[src/rtl/pump_sched_pkg.sv]
// Shared definitions for the pump scheduler.
// Provides the FSM state type, the tank count and tank-index type, the
// default timing parameters and a one-hot helper for per-tank vectors.
package pump_sched_pkg;

    localparam int unsigned NTANK = 2;
    localparam int unsigned TW    = $clog2(NTANK);

    typedef logic [TW-1:0] tank_t;

    localparam int unsigned DEF_SETTLE_CYC = 4;
    localparam int unsigned DEF_MIN_ON     = 8;
    localparam int unsigned DEF_MAX_ON     = 64;
    localparam int unsigned DEF_CW         = 8;

    typedef enum logic [1:0] {
        IDLE   = 2'd0,
        SETTLE = 2'd1,
        FILL   = 2'd2,
        STOP   = 2'd3
    } state_t;

    function automatic logic [NTANK-1:0] tank_bit(input tank_t idx);
        logic [NTANK-1:0] v;
        v      = '0;
        v[idx] = 1'b1;
        return v;
    endfunction

endpackage

[src/rtl/pump_sched_if.sv]
// Sensor/actuator bundle between the level sensors, the pump scheduler and
// the pump/valve drivers.
//   sr      source reservoir has water
//   lo, hi  per-tank level at/above low and high marks
//   err_clr clear all latched errors
//   pump    pump drive
//   valve   per-tank inlet valve (one-hot or zero)
//   err     per-tank latched error
//   busy    fill cycle in progress
// master: sensor/control side; slave: the scheduler.
interface pump_sched_if;
    import pump_sched_pkg::*;

    logic             sr;
    logic [NTANK-1:0] lo;
    logic [NTANK-1:0] hi;
    logic             err_clr;
    logic             pump;
    logic [NTANK-1:0] valve;
    logic [NTANK-1:0] err;
    logic             busy;

    modport master (
        output sr, lo, hi, err_clr,
        input  pump, valve, err, busy
    );

    modport slave (
        input  sr, lo, hi, err_clr,
        output pump, valve, err, busy
    );

endinterface

[src/rtl/pump_sched_cyc_timer.sv]
// Cycle timer for the pump scheduler.
// CW-bit counter with synchronous clear and enable, plus terminal compares:
//   clk, rst_n   clock, synchronous active-low reset
//   clr, en      clear to zero (priority) / increment
//   settle_done  count = SETTLE_CYC-1
//   min_done     count+1 >= MIN_ON
//   max_hit      count+1 = MAX_ON
module pump_sched_cyc_timer #(
    parameter int unsigned CW         = 8,
    parameter int unsigned SETTLE_CYC = 4,
    parameter int unsigned MIN_ON     = 8,
    parameter int unsigned MAX_ON     = 64
) (
    input  logic clk,
    input  logic rst_n,
    input  logic clr,
    input  logic en,
    output logic settle_done,
    output logic min_done,
    output logic max_hit
);

    localparam logic [CW-1:0] SETTLE_LAST = CW'(SETTLE_CYC - 1);
    localparam logic [CW-1:0] MIN_LAST    = CW'(MIN_ON - 1);
    localparam logic [CW-1:0] MAX_LAST    = CW'(MAX_ON - 1);

    logic [CW-1:0] cnt;

    always_ff @(posedge clk) begin
        if (!rst_n) begin
            cnt <= '0;
        end else if (clr) begin
            cnt <= '0;
        end else if (en) begin
            cnt <= cnt + 1'b1;
        end
    end

    // Compares against N-1 so the FSM sees "this edge completes N cycles".
    assign settle_done = (cnt == SETTLE_LAST);
    assign min_done    = (cnt >= MIN_LAST);
    assign max_hit     = (cnt == MAX_LAST);

endmodule

[src/rtl/pump_sched.sv]
// Pump scheduler: one supply pump shared between NTANK tanks.
// Round-robin arbitration between low tanks, then valve open -> settle ->
// pump on -> pump off -> valve close. Dry-run protection on the source
// reservoir and per-tank latched sensor-fault / timeout errors.
//   clk     system clock, rising edge
//   rst_n   synchronous active-low reset
//   bus     pump_sched_if slave: sr, lo, hi, err_clr in; pump, valve, err,
//           busy out (all outputs registered)
module pump_sched
    import pump_sched_pkg::*;
#(
    parameter int unsigned SETTLE_CYC = DEF_SETTLE_CYC,
    parameter int unsigned MIN_ON     = DEF_MIN_ON,
    parameter int unsigned MAX_ON     = DEF_MAX_ON,
    parameter int unsigned CW         = DEF_CW
) (
    input  logic         clk,
    input  logic         rst_n,
    pump_sched_if.slave  bus
);

    state_t           state;
    tank_t            g;
    tank_t            last;
    tank_t            nxt;
    tank_t            pick;
    logic [NTANK-1:0] req;
    logic [NTANK-1:0] fault;
    logic [NTANK-1:0] tmo_set;
    logic             tmr_clr;
    logic             tmr_en;
    logic             settle_done;
    logic             min_done;
    logic             max_hit;

    assign fault = bus.hi & ~bus.lo;
    assign req   = ~bus.lo & ~bus.err;

    // Round robin: the tank after last wins if it asks, else the other one.
    assign nxt  = ~last;
    assign pick = req[nxt] ? nxt : last;

    always_comb begin
        tmo_set = '0;
        if (state == FILL && max_hit) begin
            tmo_set[g] = 1'b1;
        end
    end

    // Counter runs only through SETTLE and FILL; it is zero on entry to each.
    always_comb begin
        tmr_clr = 1'b1;
        tmr_en  = 1'b0;
        unique case (state)
            SETTLE: begin
                tmr_clr = settle_done;
                tmr_en  = ~settle_done;
            end
            FILL: begin
                tmr_clr = 1'b0;
                tmr_en  = 1'b1;
            end
            default: ;
        endcase
    end

    pump_sched_cyc_timer #(
        .CW         (CW),
        .SETTLE_CYC (SETTLE_CYC),
        .MIN_ON     (MIN_ON),
        .MAX_ON     (MAX_ON)
    ) u_cyc_timer (
        .clk         (clk),
        .rst_n       (rst_n),
        .clr         (tmr_clr),
        .en          (tmr_en),
        .settle_done (settle_done),
        .min_done    (min_done),
        .max_hit     (max_hit)
    );

    always_ff @(posedge clk) begin
        if (!rst_n) begin
            state     <= IDLE;
            g         <= '0;
            last      <= tank_t'(NTANK - 1);
            bus.pump  <= 1'b0;
            bus.valve <= '0;
            bus.err   <= '0;
            bus.busy  <= 1'b0;
        end else begin
            // A new fault or timeout outranks a simultaneous clear.
            bus.err <= (bus.err & ~{NTANK{bus.err_clr}}) | fault | tmo_set;

            unique case (state)
                IDLE: begin
                    if (bus.sr && (|req)) begin
                        g         <= pick;
                        bus.valve <= tank_bit(pick);
                        bus.busy  <= 1'b1;
                        state     <= SETTLE;
                    end
                end
                SETTLE: begin
                    if (!bus.sr || fault[g]) begin
                        state <= STOP;
                    end else if (settle_done) begin
                        bus.pump <= 1'b1;
                        state    <= FILL;
                    end
                end
                FILL: begin
                    if (!bus.sr || fault[g] || (bus.hi[g] && min_done) || max_hit) begin
                        bus.pump <= 1'b0;
                        state    <= STOP;
                    end
                end
                STOP: begin
                    bus.valve <= '0;
                    bus.busy  <= 1'b0;
                    last      <= g;
                    state     <= IDLE;
                end
                default: state <= IDLE;
            endcase
        end
    end

endmodule

[src/flat_wrapper.sv]
// flat-port wrapper written by rule: the top's interface ports become plain ports
module pump_sched_flat import pump_sched_pkg::*;
#(
    parameter int unsigned SETTLE_CYC = DEF_SETTLE_CYC,
    parameter int unsigned MIN_ON     = DEF_MIN_ON,
    parameter int unsigned MAX_ON     = DEF_MAX_ON,
    parameter int unsigned CW         = DEF_CW
)
  (clk, rst_n, bus_sr, bus_lo, bus_hi, bus_err_clr, bus_pump, bus_valve, bus_err, bus_busy);
  pump_sched_if bus_i ();
  input  logic clk;
  input  logic rst_n;
  input wire logic [$bits(bus_i.sr)-1:0] bus_sr;
  input wire logic [$bits(bus_i.lo)-1:0] bus_lo;
  input wire logic [$bits(bus_i.hi)-1:0] bus_hi;
  input wire logic [$bits(bus_i.err_clr)-1:0] bus_err_clr;
  output wire logic [$bits(bus_i.pump)-1:0] bus_pump;
  output wire logic [$bits(bus_i.valve)-1:0] bus_valve;
  output wire logic [$bits(bus_i.err)-1:0] bus_err;
  output wire logic [$bits(bus_i.busy)-1:0] bus_busy;
  assign bus_i.sr = bus_sr;
  assign bus_i.lo = bus_lo;
  assign bus_i.hi = bus_hi;
  assign bus_i.err_clr = bus_err_clr;
  assign bus_pump = bus_i.pump;
  assign bus_valve = bus_i.valve;
  assign bus_err = bus_i.err;
  assign bus_busy = bus_i.busy;
  pump_sched #(.SETTLE_CYC(SETTLE_CYC), .MIN_ON(MIN_ON), .MAX_ON(MAX_ON), .CW(CW)) u_core (.clk(clk), .rst_n(rst_n), .bus(bus_i));
endmodule
[config.mk]
export PLATFORM = sky130hd
export DESIGN_NAME = pump_sched_flat
export DESIGN_NICKNAME = d
export VERILOG_FILES = /design/src/rtl/pump_sched_pkg.sv /design/src/rtl/pump_sched_if.sv /design/src/rtl/pump_sched_cyc_timer.sv /design/src/rtl/pump_sched.sv /design/src/flat_wrapper.sv
export SDC_FILE = /design/constraint.sdc
export NUM_CORES = 1
export LEC_CHECK = 0
export ABC_AREA = 1
export BUFFER_PORTS_ARGS = -buffer_cell sky130_fd_sc_hd__buf_4
export CORE_MARGIN = 4
export CORE_UTILIZATION = 45
export CTS_BUF_LIST = sky130_fd_sc_hd__clkbuf_4 sky130_fd_sc_hd__clkbuf_8 sky130_fd_sc_hd__clkbuf_16
export DETAILED_ROUTE_END_ITERATION = 6
export HOLD_SLACK_MARGIN = 0.15
export PLACE_DENSITY = 0.64
export SLEW_MARGIN = 40
export SYNTH_ARGS = -nofsm -noshare
export SYNTH_HDL_FRONTEND = slang
export SYNTH_SLANG_ARGS = --single-unit
[constraint.sdc]
create_clock -name clk -period 1.6 [get_ports clk]
set_input_delay 0.08 -clock clk [delete_from_list [all_inputs] [get_ports clk]]
set_output_delay 0.08 -clock clk [all_outputs]
set_load 0.02 [all_outputs]
==> run summary <==
worst slew pin tran -> 342.5 ps
Seq cells post-synth -> 18
CTS Buffer Depth -> 2
worst min path class -> primary input to flop
Final ANT Viol Nets -> 0
syn nets -> 178
wire per inst -> 10.88 µm
CTS tree -> yes
worst-path fanout max -> 3
clock skew -> 7.310 ps
Placer Congestion -> 0.8501
post-synthesis cell count -> 164
Root Driver -> clkbuf_4
commonest non-fill, non-tap cell in the layout -> nand2_1
largest net degree at the start of global routing -> 13
Data arrival, critical path -> 1650 ps
Max-Cap Viols -> 0
Max-slew headroom -> 76.93%
status -> completed
clk_lat worst skew -> 290 ps
Yosys warnings -> 0
post-synth top area cell -> dfxtp_1
Crit Path Category -> flop to flop
share of post-route cells with drive strength above 1 -> 17.02%
Ports -> 14
Die Y -> 56.76 µm
sequential-to-total area share from yosys stat -> 33.68%
DRC viols -> 0
average cell area after synthesis -> 6.523 µm²
DRT Wirelength -> 2350 µm
total power -> 0.001608 W
initial antenna violation count -> 0
Hold Slack -> 353.0 ps
Final min period -> 1464 ps
via-per-instance ratio -> 4.833
Clock Sink Count -> 18
Worst Setup End Kind -> flop
PortBufs -> 13
chip width -> 56.76 µm
GRT Resource Usage Total -> 15.55%
Slew Limit Fails -> 0
Post-DP HPWL -> 1758 µm
Clock Pin Slew Worst Setup and Hold Paths -> 100 ps
Starting Density -> 47.90%
GR Overflow Total -> 0
final setup vio count -> 0
largest cells by area after synthesis -> dfxtp_1 34%, nand2_1 15%, inv_1 9.5%
Via Count -> 1044
nets@finish -> 204
pwr dens -> 1223 nW/µm²
Worst EP required -> 1790 ps
vias in the first global route -> 976
P_leak -> 0.6241 nW
CTS H-tree depth -> 1
post-route core utilization -> 58.88%
Area Growth Syn to Fin -> 22.92%
Die Footprint -> 3221 µm²
first-pass detailed-route iteration total -> 4
Synth cell types -> 21
fin crit share -> 91.50%
Worst setup SP type -> flop
Fillers -> 219
commonest non-fill, non-tap cells in the layout -> 44 x nand2_1, 26 x inv_1, 18 x nor2_1
FP Rows -> 17
diode count -> 0
TritonCTS Buffers -> 3
Initial DRC Count -> 14
post-synth top area share -> 33.68%
core area -> 2233 µm²
Peak VDD IR -> 0.8680 mV
Hold Vio Cnt, Final -> 0
fmax -> 683.0 MHz
synthesized area -> 1070 µm²
first-pass GRT wire length -> 3988 µm
-- path summary, 6_finish.rpt --
path | cells past startpoint | start | endpoint | slack, ps
worst max-delay path | 9 | u_core.u_cyc_timer.cnt[0] | u_core.state[0] | 140
worst min-delay path | 7 | bus_lo[0] | u_core.g | 350
worst max register to register | 9 | u_core.u_cyc_timer.cnt[0] | u_core.state[0] | 140
worst min register to register | 2 | u_core.bus.pump | u_core.bus.pump | 470
-- layer usage --
metal / track usage [%] / up-vias / part of all wire, %
met2: 25.58 / 19 / 44
met5: 0 / - / 0
met4: 6.291 / 0 / 1.2
li1: - / 563 / -
met1: 19.78 / 458 / 51
met3: 2.989 / 4 / 3.5
-- flip-flops by register name, summed over array words and instances (netlist names) --
signal and count:
u_core.bus.pump 1, u_core.state 2, u_core.bus.busy 1, u_core.bus.err 2, u_core.g 1, u_core.u_cyc_timer.cnt 8, u_core.bus.valve 2, u_core.last 1
-- Yosys cell counts --
library cell  count
a21oi_1          13
a31oi_1           1
buf_6             1
dfxtp_1          18
ha_1              6
inv_1            27
nand2_1          44
nand2_2           1
nand3_1          12
nand3_2           1
nor2_1           19
nor3_1            3
nor3_2            1
o211ai_1          1
o21ai_0           5
o21ai_1           2
o21ai_2           1
o21bai_1          1
o22ai_1           1
or2_2             2
xor2_1            4
-- critical path, cell delays in order (launching register included) --
cell     delay [ps]
dfxtp_2         360
ha_1            200
nand2_1         120
o21ai_2         180
buf_4           130
nor2_1           30
nor2_1          150
nand3_1          90
nand2_1          80
nor2_1           40
-- power breakdown --
part,switching (W),leakage (nW),total (W),internal (W)
clock network,0.000133,0.0138,0.000220,0.0000875
logic,0.000501,0.462,0.000812,0.000311
registers,0.0000585,0.148,0.000575,0.000516
-- layout make-up --
cell class / count / area (µm²) / share of cell area [%]
inverter: 27 / 101.3 / 7.707
sequential: 18 / 364.1 / 27.69
timing repair buffer: 22 / 180.2 / 13.70
tap: 28 / 35.03 / 2.664
clock buffer: 3 / 22.52 / 1.713
multi-input combinational: 118 / 611.8 / 46.53
-- cell families (layout without fill, tap and decap cells) --
logic type	count (synthesis)	after routing	synth area share (%)
AOI/OAI and AO/OA	25	25	12.75
xor gates and xnor gates	4	4	3.275
adders and majority gates	6	6	7.017
buffers and inverters	28	52	10.53
DFF	18	18	33.68
and+or+nand+nor	83	83	32.75
-- timing repair --
action / 4_1_cts / 5_1_grt
hold buffers: 6 / 0
endpoints found under the hold margin: 6 / 0
resized for setup: 1 / 7
pin swaps: 0 / 1
setup endpoints to repair: 2 / 9
setup buffers: 0 / 1
-- metrics by stage --
step / setup TNS, ps / worst slack (ps) / std cells / cell area, µm²
6_report: 0 / 136.0 / 216 / 1315
5_1_grt: -108.9 / -30.49 / 216 / 1315
4_1_cts: 0 / 90.92 / 215 / 1294
3_5_place_dp: -10.66 / -10.66 / 206 / 1206
3_3_place_gp: 0 / 126.2 / 206 / 1206
2_1_floorplan: 0 / 254.8 / 164 / 1070
No activity file was read; power rests on OpenSTA's default activity.
